File: config.mk
export PLATFORM = sky130hd
export DESIGN_NAME = bram_fifo
export DESIGN_NICKNAME = d
export VERILOG_FILES = /design/src/rtl/bram_fifo_pkg.sv /design/src/rtl/bram_fifo_dp_bram.sv /design/src/rtl/bram_fifo.sv
export SDC_FILE = /design/constraint.sdc
export NUM_CORES = 1
export LEC_CHECK = 0
export CORE_UTILIZATION = 35
export DETAILED_ROUTE_END_ITERATION = 16
export HOLD_SLACK_MARGIN = 0.02
export REMOVE_ABC_BUFFERS = 1
export SLEW_MARGIN = 25
export SYNTH_ARGS = -nofsm -noshare
export SYNTH_HDL_FRONTEND = slang
export SYNTH_SLANG_ARGS = --single-unit
File: constraint.sdc
create_clock -name clk -period 3.2 [get_ports clk]
set_input_delay 0.48 -clock clk [delete_from_list [all_inputs] [get_ports clk]]
set_output_delay 0.48 -clock clk [all_outputs]
set_load 0.005 [all_outputs]
File: src/rtl/bram_fifo_pkg.sv
// ============================================================================
// Module   : bram_fifo_pkg
// Purpose  : Shared default geometry for the block-RAM FIFO and its RAM.
// Revision : 1.0 - initial release
// ============================================================================
`default_nettype none

package bram_fifo_pkg;
    localparam int DEFAULT_DATA_W = 8;
    localparam int DEFAULT_ADDR_W = 4;
endpackage

`default_nettype wire

File: src/rtl/bram_fifo_dp_bram.sv
// ============================================================================
// Module   : dp_bram
// Purpose  : Simple dual-port RAM, one write port and one registered read port.
// Revision : 1.0 - initial release
// ============================================================================
`default_nettype none

module dp_bram
    import bram_fifo_pkg::*;
#(
    parameter int DATA_W = DEFAULT_DATA_W,
    parameter int ADDR_W = DEFAULT_ADDR_W
) (
    input  logic              clk,
    input  logic              w_en,
    input  logic [ADDR_W-1:0] w_addr,
    input  logic [DATA_W-1:0] w_data,
    input  logic              r_en,
    input  logic [ADDR_W-1:0] r_addr,
    output logic [DATA_W-1:0] r_data
);

    logic [DATA_W-1:0] mem [0:(2**ADDR_W)-1];

    // No reset on the array or read register so the tools map this onto block RAM.
    always_ff @(posedge clk) begin
        if (w_en) begin
            mem[w_addr] <= w_data;
        end
        if (r_en) begin
            r_data <= mem[r_addr];
        end
    end

endmodule

`default_nettype wire

File: src/rtl/bram_fifo.sv
// ============================================================================
// Module   : bram_fifo
// Purpose  : Parametrised synchronous FIFO with occupancy, flags and error pulses.
// Revision : 1.0 - initial release
// ============================================================================
`default_nettype none

module bram_fifo
    import bram_fifo_pkg::*;
#(
    parameter int DATA_W   = DEFAULT_DATA_W,
    parameter int ADDR_W   = DEFAULT_ADDR_W,
    parameter int AF_LEVEL = (2**ADDR_W) - 2
) (
    input  logic              clk,
    input  logic              rst,
    input  logic              w_en,
    input  logic [DATA_W-1:0] w_data,
    output logic              full,
    output logic              almost_full,
    input  logic              r_en,
    output logic [DATA_W-1:0] r_data,
    output logic              r_valid,
    output logic              empty,
    output logic [ADDR_W:0]   count,
    output logic              overflow,
    output logic              underflow
);

    localparam logic [ADDR_W:0] AF_COUNT = (ADDR_W+1)'(AF_LEVEL);

    logic [ADDR_W:0] wr_ptr;
    logic [ADDR_W:0] rd_ptr;
    logic            wr_accept;
    logic            rd_accept;

    // Flags come only from the registered pointers; the extra MSB tells full from empty.
    assign empty       = (wr_ptr == rd_ptr);
    assign full        = (wr_ptr[ADDR_W] != rd_ptr[ADDR_W]) &&
                         (wr_ptr[ADDR_W-1:0] == rd_ptr[ADDR_W-1:0]);
    assign count       = wr_ptr - rd_ptr;
    assign almost_full = (count >= AF_COUNT);

    assign wr_accept = w_en && !full && !rst;
    assign rd_accept = r_en && !empty && !rst;

    always_ff @(posedge clk) begin
        if (rst) begin
            wr_ptr    <= '0;
            rd_ptr    <= '0;
            r_valid   <= 1'b0;
            overflow  <= 1'b0;
            underflow <= 1'b0;
        end else begin
            if (wr_accept) begin
                wr_ptr <= wr_ptr + 1'b1;
            end
            if (rd_accept) begin
                rd_ptr <= rd_ptr + 1'b1;
            end
            r_valid   <= rd_accept;
            overflow  <= w_en && full;
            underflow <= r_en && empty;
        end
    end

    dp_bram #(
        .DATA_W (DATA_W),
        .ADDR_W (ADDR_W)
    ) u_ram (
        .clk    (clk),
        .w_en   (wr_accept),
        .w_addr (wr_ptr[ADDR_W-1:0]),
        .w_data (w_data),
        .r_en   (rd_accept),
        .r_addr (rd_ptr[ADDR_W-1:0]),
        .r_data (r_data)
    );

endmodule

`default_nettype wire

# Word level (Yosys, flattened, before mapping)
# Memories as Yosys holds them, arrays and structs flattened. A register that Yosys moved wholly into a read port is not among the register bits.
# Index checks and enable logic that the tools add are counted.
# W data, S select, Z words.
[word_totals] reg_bits=13 ramBits=128 inputBits=12 output_inout_bits=19 word_cells=25 n_memories=1
[memory_table] name="u_ram.mem" words=16 word_bits=8 read_ports=1 rd_clocked_by_memory_dff=1 wr=1 line="bram_fifo_dp_bram.sv:23" source="logic [DATA_W-1:0] mem [0:(2**ADDR_W)-1];"
[op_classes] addsub=3 magnitude_cmp=1 n_eq_ne=3 mux=2 n_reduce_logical=10
[ops] op="$add A5 B1 Y5 const B" count=2
[ops] op="$logic_and A1 B1 Y1" count=7
[ops] op="$eq A5 B5 Y1" count=1
[ops] op="$ge A5 B4 Y1 const B" count=1
[ops] op="$sub A5 B5 Y5" count=1
[ops] op="$eq A4 B4 Y1" count=1
[ops] op="$logic_not A1 Y1" count=3
[ops] op="$mux W1" count=2
[ops] op="$ne A1 B1 Y1" count=1

# Depth between registers and ports, before layout
[depth] ltp_word=7 ltp_mapped=8 mapped_depth_nobuf=8

# Hierarchy
# From an unflattened synthesis, not the netlist that was laid out.
[hier_totals] cells_unflattened=327 hier_area_um2=6087.1
[by_module_without_submodules] mod="dp_bram" n_inst=1 cells_per_inst=229 area_each_um2=5227.5 seq_area_each_um2=4083.9
[by_module_without_submodules] mod="bram_fifo" n_inst=1 cells_per_inst=98 area_each_um2=859.6 seq_area_each_um2=260.2

# Least setup slack after synthesis
# OpenSTA, ideal clock, no wires.
[synth_timing] path_kind="register to register" start="reg rd_ptr[1]" end="mem u_ram.mem[0][0] in the netlist's numbering, enable pin" setup_time_ps=383 arrival_time_ps=2597 required_ps=2817 setup_slack_ps=219 path_stages_with_launch=9 path_buffers=2 synth_period_minus_slack_ps=2981 path_cell_list="dfxtp_1 buf_2 clkbuf_1 inv_1 ha_1 and4_1 a21oi_1 nand2_1 nor3_1"
[synth_via] elab_chain_len=7
[synth_rtl] element="start, declared" line="bram_fifo.sv:33" source="logic [ADDR_W:0] rd_ptr;"
[synth_rtl] element="start signal, assigned" line="bram_fifo.sv:59" source="rd_ptr <= rd_ptr + 1'b1;"
[synth_rtl] element="$eq A4 B4 Y1" line="bram_fifo.sv:40" source="(wr_ptr[ADDR_W-1:0] == rd_ptr[ADDR_W-1:0]);"
[synth_rtl] element="$logic_and A1 B1 Y1" line="bram_fifo.sv:39" source="assign full = (wr_ptr[ADDR_W] != rd_ptr[ADDR_W]) &&"
[synth_rtl] element="$logic_not A1 Y1" line="bram_fifo.sv:44" source="assign wr_accept = w_en && !full && !rst;"
[synth_rtl] element="$logic_and A1 B1 Y1 (2 in a row)" line="bram_fifo.sv:44"
[synth_rtl] element="$mux W1" line="bram_fifo_dp_bram.sv:27" source="if (w_en) begin"
[synth_rtl] element="$mux W1 (implied by the code)" line="bram_fifo_dp_bram.sv:28" source="mem[w_addr] <= w_data;"
[synth_rtl] element="end, declared" line="bram_fifo_dp_bram.sv:23"
# Every way passes these cells.

# Worst setup path in the final report
[layout_timing] start="reg wr_ptr[0]" end="out count[4]"
[layout_via] elab_chain_len=1
[layout_rtl] element="start, declared" line="bram_fifo.sv:32" source="logic [ADDR_W:0] wr_ptr;"
[layout_rtl] element="start signal, assigned" line="bram_fifo.sv:56" source="wr_ptr <= wr_ptr + 1'b1;"
[layout_rtl] element="$sub A5 B5 Y5" line="bram_fifo.sv:41" source="assign count = wr_ptr - rd_ptr;"
[layout_rtl] element="end, declared" line="bram_fifo.sv:25" source="output logic [ADDR_W:0] count,"
# Every way passes these cells.

==> results.py <==
metrics = {
    "run_status": {
        "status": "complete, no violations",
    },
    "logic_synthesis": {
        "synth_top_family_by_area": "multiplexers",
        "synthMuxAreaShare": 0.132,
        "synth_fa_ha_area_frac": 0.0221,
        "yosysMostFrequentCell": "edfxtp_1",
        "yosysSeqAreaShare": 0.725,
        "synth.ff_latch_count": 149,
        "synth_edf_count": 136,
        "syn_area_um2": 5990,
        "synth.top_cell.area_share": 0.681,
        "syn-instance-count": 333,
        "async_flop_share": 0,
        "synthSimpleGateAreaFrac": 0.0390,
        "synth-main-ff-cell": "edfxtp_1",
        "ys_warn_count": 0,
        "synth-compound-area-share": 0.0463,
        "synth_area_per_cell_um2": 18.0,
        "synth_cell_types": 37,
        "synth-xor-area-share": 0.0159,
        "ys_top_cells_by_area": "edfxtp_1 (68%), mux4_2 (9.0%), dfxtp_1 (4.3%)",
        "synth_top_cell_by_area": "edfxtp_1",
        "synth.cells.most_frequent": "edfxtp_1 (136), mux2i_1 (25), mux4_2 (24), nor2_1 (22), dfxtp_1 (13)",
    },
    "route": {
        "met1Wirelength_mm": 5.78,
        "drc": 0,
        "drtIter0Drc": 295,
        "routed_wl_mm": 13.4,
        "firstDrtPassIters": 5,
        "route.met2.wl_mm": 6.59,
        "wl_per_cell_um": 21.3,
        "antenna_left": 0,
        "num_vias": 3233,
        "vias_per_cell": 5.15,
        "highest_layer": "met4",
        "met3WireLength_um": 816,
    },
    "power_and_ir_drop": {
        "combPwrFrac": 0.066,
        "power_frac_seq": 0.493,
        "powerDensity_nw_per_um2": 603,
        "peakVddDrop_mv": 0.426,
        "p_sw_w": 0.000912,
        "p_int_w": 0.00348,
        "switching_share": 0.208,
        "p_leak_nw": 2.38,
        "pwr-share-clk": 0.442,
    },
    "die": {
        "core_um2": 16600,
        "rows": 47,
        "die_height_um": 133,
        "io_pins": 31,
        "die_w_um": 133,
        "start_util": 0.360,
        "fp.dieArea_um2": 17700,
    },
    "timing": {
        "fin_crit_ns": 3.03,
        "final_max_slew_viol_count": 0,
        "setup_ws_ns": 0.173,
        "relSlewSlack": 0.391,
        "hold_viol": 0,
        "period_share": 0.946,
        "worst_pin_slew_ns": 0.910,
        "skew_ns": 0.0168,
        "rsz0062_at_grt": "no",
        "fmax_mhz": 330,
        "setup-violations-final": 0,
    },
    "clocking": {
        "clockRootBuffer": "clkbuf_16",
        "clock-sinks": 149,
        "cts.hold.buffers_added": 0,
        "clk_latency_ns": 0.43,
        "cts_buffers": 17,
        "path_clk_slew_ns": 0.06,
        "htree_levels": 4,
        "clk_path_buf_depth": 2,
        "cts_tree": "done",
    },
    "critical_path": {
        "reg2reg_from": "rd_ptr[2]$_SDFFE_PP0P_",
        "worstSetupPathType": "flop to output port",
        "rrSetupSlack_ns": 0.47,
        "crit_path_max_fanout": 5,
        "timing.rr.end": "u_ram.mem[10][2]$_DFFE_PP_",
        "crit_path_start_kind": "flop",
        "cp.arrival_ns": 2.55,
        "r2r_cells": 7,
        "endpoint_kind": "output port",
        "cp.required_ns": 2.72,
    },
    "final_layout": {
        "ff_latch_area_um2": 4350,
        "num_antenna_cells": 0,
        "fin_cells": 628,
        "fillCellCount": 1431,
        "multi_input_area_um2": 1530,
        "nets": 417,
        "syn_to_final_growth_pct": 21.4,
        "drive_gt1_frac": 0.206,
        "stdcell_area_um2": 7280,
    },
    "grt": {
        "antenna_found_initial": 0,
        "grt_pass1_vias": 3410,
        "grt_pass1_wl_mm": 20.6,
        "grt_max_degree": 43,
        "overflow": 0,
        "track_usage": 0.165,
    },
    "place": {
        "dp.cells": 596,
        "dp_hpwl_mm": 8.61,
        "place_area_um2": 6700,
        "place_ws_ns": 0.492,
        "gp_congestion": 0.818,
        "io_buffers": 30,
    },
    "hold_path": {
        "min_path_cells": 1,
        "hold_path_class": "flop to flop",
        "whs_endpoint": "rd_ptr[4]$_SDFFE_PP0P_",
        "hold_start": "rd_ptr[4]$_SDFFE_PP0P_",
    },
    "flow_run": {
        "drv_cap": 0,
    },
}
## power groups by stage
stage	sequential [W]	combinational [W]	clock [W]
3_5_place_dp	0.00220	0.000290	0
6_report	0.00216	0.000288	0.00194
2_1_floorplan	0.00222	0.000126	0
4_1_cts	0.00216	0.000293	0.00197
5_1_grt	0.00216	0.000312	0.00205
3_3_place_gp	0.00220	0.000288	0
## metrics by stage
stage	utilization	hold WS [ns]	power, W	TNS [ns]
after floorplan	-	0.500	0.00235	-36.75
after global placement	0.403	0.514	0.00249	0
after detailed placement	0.403	0.529	0.00249	0
after CTS	0.437	0.544	0.00442	0
after global routing	0.437	0.587	0.00452	0
final	0.437	0.542	0.00439	0
## critical path, stage by stage (launching register included)
cell and delay, ns:
dfxtp_1 0.35, inv_1 0.12, ha_1 0.17, inv_1 0.06
fa_1 0.39, a21o_1 0.19, a21oi_1 0.18, xnor2_1 0.11
inv_1 0.07, clkdlybuf4s50_1 0.49
## area by class of cell
cell class	count	area share
sequential	149	0.597
clock inverter	9	0.0144
timing repair buffer	58	0.0705
tap	220	0.0378
multi-input combinational	159	0.210
inverter	10	0.00516
clock buffer	23	0.0643
## kinds of logic after synthesis
| kind of cell | Yosys count |
|---|---|
| DFF | 149 |
| and+or+nand+nor | 50 |
| muxes | 49 |
| AOI/OAI and AO/OA | 40 |
| buffers and inverters | 25 |
| xor gates and xnor gates | 10 |
| adders and majority gates | 10 |
## metal layers
metal | vias to the layer above | global-route usage
met1 | 1666 | 0.218
met2 | 106 | 0.256
met5 | - | 0
met3 | 20 | 0.0502
li1 | 1441 | -
met4 | 0 | 0.0626
## cells in the final DEF (no fill, tap or decap), types with 8 or more instances in the layout
| cell | count |
|---|---|
| o21ai_0 | 10 |
| a32oi_1 | 8 |
| mux2i_1 | 25 |
| a22oi_1 | 8 |
| clkdlybuf4s50_1 | 29 |
| buf_4 | 28 |
| clkbuf_16 | 17 |
| edfxtp_1 | 136 |
| inv_1 | 9 |
| ha_1 | 9 |
| mux4_2 | 24 |
| nor2_1 | 22 |
| dfxtp_1 | 11 |
## sequential cells by signal (all words and copies together), names as in the netlist
| signal | cells |
|---|---|
| r_valid | 1 |
| wr_ptr | 5 |
| u_ram.r_data | 8 |
| overflow | 1 |
| u_ram.mem | 128 |
| rd_ptr | 5 |
| underflow | 1 |
## how the worst max path moves through the flow
| stage | start | endpoint | slack, ns | depth (start not counted) |
|---|---|---|---|---|
| final | wr_ptr[0]$_SDFFE_PP0P_ | count[4] | 0.17 | 9 |
| after global routing | wr_ptr[0]$_SDFFE_PP0P_ | count[4] | 0.02 | 9 |
| after CTS | wr_ptr[0]$_SDFFE_PP0P_ | almost_full | 0.08 | 9 |
| after detailed placement | rd_ptr[2]$_SDFFE_PP0P_ | u_ram.mem[10][2]$_DFFE_PP_ | 0.49 | 7 |
| after global placement | wr_ptr[0]$_SDFFE_PP0P_ | almost_full | 0.55 | 9 |
| after floorplan | rd_ptr[1]$_SDFFE_PP0P_ | u_ram.mem[0][0]$_DFFE_PP_ | -0.50 | 6 |
## timing repair
item | in CTS | in global routing
gates resized for setup | 0 | 1
setup buffers | 0 | 0
setup endpoints to repair | 0 | 1
(Power assumes the default switching activity.)
